<file path="config.mk">
export PLATFORM = sky130hd
export DESIGN_NAME = ifetch
export DESIGN_NICKNAME = d
export VERILOG_FILES = /design/src/rtl/ifetch.sv
export SDC_FILE = /design/constraint.sdc
export NUM_CORES = 1
export LEC_CHECK = 0
export BUFFER_PORTS_ARGS = -buffer_cell sky130_fd_sc_hd__buf_2
export CAP_MARGIN = 10
export CORE_MARGIN = 2
export CORE_UTILIZATION = 25
export DETAILED_ROUTE_END_ITERATION = 7
export GPL_ROUTABILITY_DRIVEN = 0
export HOLD_SLACK_MARGIN = 0.05
export SLEW_MARGIN = 25
export SYNTH_ARGS = -nofsm -noshare
export SYNTH_HDL_FRONTEND = slang
export SYNTH_SLANG_ARGS = --single-unit
</file>
<file path="constraint.sdc">
create_clock -name clk -period 2 [get_ports clk]
set_input_delay 0.2 -clock clk [delete_from_list [all_inputs] [get_ports clk]]
set_output_delay 0.2 -clock clk [all_outputs]
set_load 0.03 [all_outputs]
</file>
<file path="src/rtl/ifetch.sv">
// Instruction fetch unit: reads an opcode byte and up to two operand bytes
// from 8-bit program memory and emits one pcinc pulse per accepted byte.
module ifetch #(
    parameter int ADDR_W = 16
) (
    input  logic              clk,
    input  logic              rst,
    input  logic              fetch_start,
    input  logic              flush,
    input  logic [ADDR_W-1:0] pc_addr,
    output logic              pcinc,
    output logic              mem_rd,
    output logic [ADDR_W-1:0] mem_addr,
    input  logic [7:0]        mem_rdata,
    input  logic              mem_ack,
    output logic [7:0]        ir,
    output logic [15:0]       operand,
    output logic [1:0]        ir_len,
    output logic              ir_valid,
    output logic              busy
);

    typedef enum logic [2:0] {
        S_IDLE,
        S_OPC,
        S_OPL,
        S_OPH,
        S_DONE
    } state_t;

    state_t            r_state;
    state_t            w_next;
    logic [ADDR_W-1:0] r_addr;
    logic [7:0]        r_ir;
    logic [15:0]       r_operand;
    logic [1:0]        r_len;
    logic              r_pcinc;
    logic              w_busy;
    logic              w_take;
    logic              w_start;
    logic [1:0]        w_len;

    function automatic logic [1:0] decode_len(input logic [7:0] opc);
        case (opc[7:6])
            2'b11:   decode_len = 2'd3;
            2'b10:   decode_len = 2'd2;
            default: decode_len = 2'd1;
        endcase
    endfunction

    assign w_busy  = (r_state == S_OPC) || (r_state == S_OPL) || (r_state == S_OPH);
    // A byte acked together with flush is dropped: no register update, no pcinc.
    assign w_take  = w_busy && mem_ack && !flush;
    assign w_start = ((r_state == S_IDLE) || (r_state == S_DONE)) && fetch_start && !flush;
    assign w_len   = decode_len(mem_rdata);

    // NOTE: sequential state uses non-blocking assignments so every register
    // samples pre-edge values regardless of process ordering.
    always_ff @(posedge clk or posedge rst) begin
        if (rst) begin
            r_state <= S_IDLE;
        end else begin
            r_state <= w_next;
        end
    end

    // NOTE: w_next gets a default before the case so no path infers a latch.
    always_comb begin
        w_next = r_state;
        if (flush) begin
            w_next = S_IDLE;
        end else begin
            case (r_state)
                S_IDLE, S_DONE: if (fetch_start) w_next = S_OPC;
                S_OPC:          if (mem_ack) w_next = (w_len == 2'd1) ? S_DONE : S_OPL;
                S_OPL:          if (mem_ack) w_next = (r_len == 2'd2) ? S_DONE : S_OPH;
                S_OPH:          if (mem_ack) w_next = S_DONE;
                default:        w_next = S_IDLE;
            endcase
        end
    end

    always_ff @(posedge clk or posedge rst) begin
        if (rst) begin
            r_addr    <= '0;
            r_ir      <= '0;
            r_operand <= '0;
            r_len     <= '0;
            r_pcinc   <= 1'b0;
        end else begin
            r_pcinc <= w_take;
            if (w_start) begin
                r_addr <= pc_addr;
            end else if (w_take) begin
                r_addr <= r_addr + ADDR_W'(1);
            end
            if (w_take) begin
                case (r_state)
                    S_OPC: begin
                        r_ir      <= mem_rdata;
                        r_len     <= w_len;
                        r_operand <= '0;
                    end
                    S_OPL:   r_operand[7:0]  <= mem_rdata;
                    S_OPH:   r_operand[15:8] <= mem_rdata;
                    default: ;
                endcase
            end
        end
    end

    assign pcinc    = r_pcinc;
    assign mem_rd   = w_busy;
    assign mem_addr = r_addr;
    assign ir       = r_ir;
    assign operand  = r_operand;
    assign ir_len   = r_len;
    assign ir_valid = (r_state == S_DONE);
    assign busy     = w_busy;

endmodule

</file>
==> flow_summary.ini <==
[setup_path]
crit_slowest_cell = or4_4
arrival_ns = 2.16
required_ns = 2.23
startpoint_type = flop
worstSetupEndpointType = flop
critPathTopFamily = simple AND/OR/NAND/NOR gates
critPathMaxFanout = 6
slowest_delay_ns = 0.57
critical_path_buf_inv_count = 0
critical_path.cell_chain = nand4_1 -> or4_4 -> or4_1 -> a31oi_1
path_class = flop to flop

[power_and_ir_drop]
total_power_w = 0.00422
power.leakage_nw = 1.39
power_density_mw_per_mm2 = 1460
max-vdd-ir-drop_uv = 602

[placed_design]
hpwl_mm = 4.58
io_buffers = 74
place_ws_ns = 0.0242

[routing]
antenna_left = 0
vias_per_cell = 4.67
vias = 2021
routed_wl_mm = 6.09
drtPass1Iterations = 4
routedWlPerCell_um = 14.1
drc = 0
drt-initial-drc-count = 51

[cells_and_area]
drive_gt1_frac = 0.351
fillerInstances = 959
final_common_cell = buf_2
final_nets = 354
area_growth_pct = 29.8
antennaDiodeCount = 0
final_cell_mix = 74 x buf_2, 57 x nand2_1, 41 x dfrtp_1
fin_util = 0.333

[logic_synthesis]
yosysSeqAreaShare = 0.517
async_flop_share = 1.00
ys.flop_type = dfrtp_1
synthDistinctLibCells = 38
synth.cell_area_mm2 = 0.00222
synth-edff-count = 0
synth_nets = 273
yosys_warnings = 0
syn_avg_cell_area_um2 = 9.15
netlist_instances = 243
synth-seq-cells = 46

[die]
die_h_um = 98.3
dieArea_mm2 = 0.00967
row_count = 34
coreArea_mm2 = 0.00868
die_w_um = 98.3
start_util = 0.256
io_pins = 75

[outcome]
outcome = finished clean

[timing]
setup_ws_ns = 0.0740
fmax_mhz = 519
hold_viol = 0
finalSetupViolCount = 0
finalSetupTns_ns = 0
skew_ns = 0.00898
finalCritPeriodShare = 0.963
max_slew_margin = 0.609
maxSlewViolCount = 0
worst_slew_pin_slew_ns = 0.586
period_needed_ns = 1.93

[cts]
cts.sinks = 46
clock_latency_ns = 0.30
clockRootBuffer = clkbuf_8
numCtsBuffers = 5
htreeDepth = 2
cts_hold_buf = 0
cts_tree = built
ctsLongestPathBuffers = 2
path_clk_slew_ns = 0.09

[job]
drv_cap = 0

[global_routing]
antenna_found_initial = 0
grt_usage = 0.129
grt_pass1_vias = 2011
grt_pass1_wl_mm = 9.97
grt_overflow = 0
grt_max_degree = 47

[hold_path]
hp-class = input pin to async pin
## sequential cells by signal (all words and copies together), names as in the netlist
| register | cells |
|---|---|
| mem_addr | 16 |
| operand | 16 |
| ir | 8 |
| r_state | 3 |
| ir_len | 2 |
| pcinc | 1 |
## timing repair
| action | in CTS | in global routing |
|---|---|---|
| setup buffers | 0 | 1 |
| setup endpoints to repair | 1 | 4 |
| gates resized for setup | 0 | 3 |
| pin swaps | 1 | 1 |
| gates cloned | 0 | 0 |
## stage by stage
stage | cell area [um^2] | hold WS (ns) | instances
2_1_floorplan | 2230 | 0.305 | 243
3_3_place_gp | 2760 | 0.397 | 424
3_5_place_dp | 2760 | 0.393 | 424
4_1_cts | 2880 | 0.0586 | 432
5_1_grt | 2890 | 0.0851 | 433
6_report | 2890 | 0.0320 | 433
## logic make-up (layout without fill, tap and decap cells)
family,count (synthesis),count (layout),share of synthesized area
buffers and inverters,22,104,0.0489
AND/OR/NAND/NOR,118,118,0.263
multiplexers,2,2,0.00900
AO/OA/AOI/OAI,49,49,0.137
adder cells (fa/ha/maj),1,1,0.00562
XOR/XNOR,5,5,0.0197
flip-flops,46,46,0.517
## layer usage
metal / up-vias / wire (um) / GRT usage
li1: 1012 / - / -
met1: 940 / 2780 / 0.165
met2: 64 / 2800 / 0.216
met4: 0 / 41 / 0.0263
met5: - / 0 / 0
met3: 5 / 461 / 0.0401
## path summary, 6_finish.rpt
path / endpoint / cells after the start / from / slack [ns]
setup / recovery: mem_addr[13] / 4 / mem_addr[2] / 0.07
min in group clk: mem_addr[5] / 3 / pc_addr[5] / 0.09
hold / removal: mem_addr[15] / 3 / rst / 0.03
max in group asynchronous: mem_addr[2] / 3 / rst / 1.53
hold reg to reg: ir[5] / 2 / ir[5] / 0.48
setup reg to reg: mem_addr[13] / 4 / mem_addr[2] / 0.07
## synth_stat cells, types with 2 or more instances
cell      count  area, um^2
dfrtp_1      46        1150
a31oi_1       4        25.0
buf_4         3        22.5
buf_6         2        22.5
clkbuf_1     11        41.3
a22o_1        8        70.1
o31ai_1       3        22.5
nor2b_1       2        12.5
nand4_1       5        31.3
mux2i_1       2        20.0
or4_1         4        30.0
inv_1         6        22.5
or3_1         4        25.0
o21ai_0      22         110
nand3_1       7        35.0
or2_2         2        12.5
o211ai_1      2        15.0
o22ai_1       3        18.8
nand2_1      57         214
nor2_1       16        60.1
nand3b_1      2        15.0
xnor2_1       5        43.8
a21oi_1       5        25.0
nor4_1        6        37.5
and2_1        3        18.8
## cell type report
cell class	count	area, um^2	share of cell area
Sequential cell	46	1160	0.401
Multi-Input combinational cell	175	970	0.336
Timing Repair Buffer	90	490	0.170
Tap cell	108	135	0.0468
Clock buffer	5	68.8	0.0238
Clock inverter	3	43.8	0.0152
Inverter	6	22.5	0.00780
## report_power, final
part	internal (W)	switching, W
Clock	0.000375	0.000344
Combinational	0.000628	0.00131
Sequential	0.00127	0.000303
Total	0.00227	0.00196
## worst register-to-register path: stages, from the launching register on
cell     delay [ns]
dfrtp_2        0.41
nand4_1        0.18
or4_4          0.57
or4_1          0.53
a31oi_1        0.17
Power figures use the tool's default switching activity.
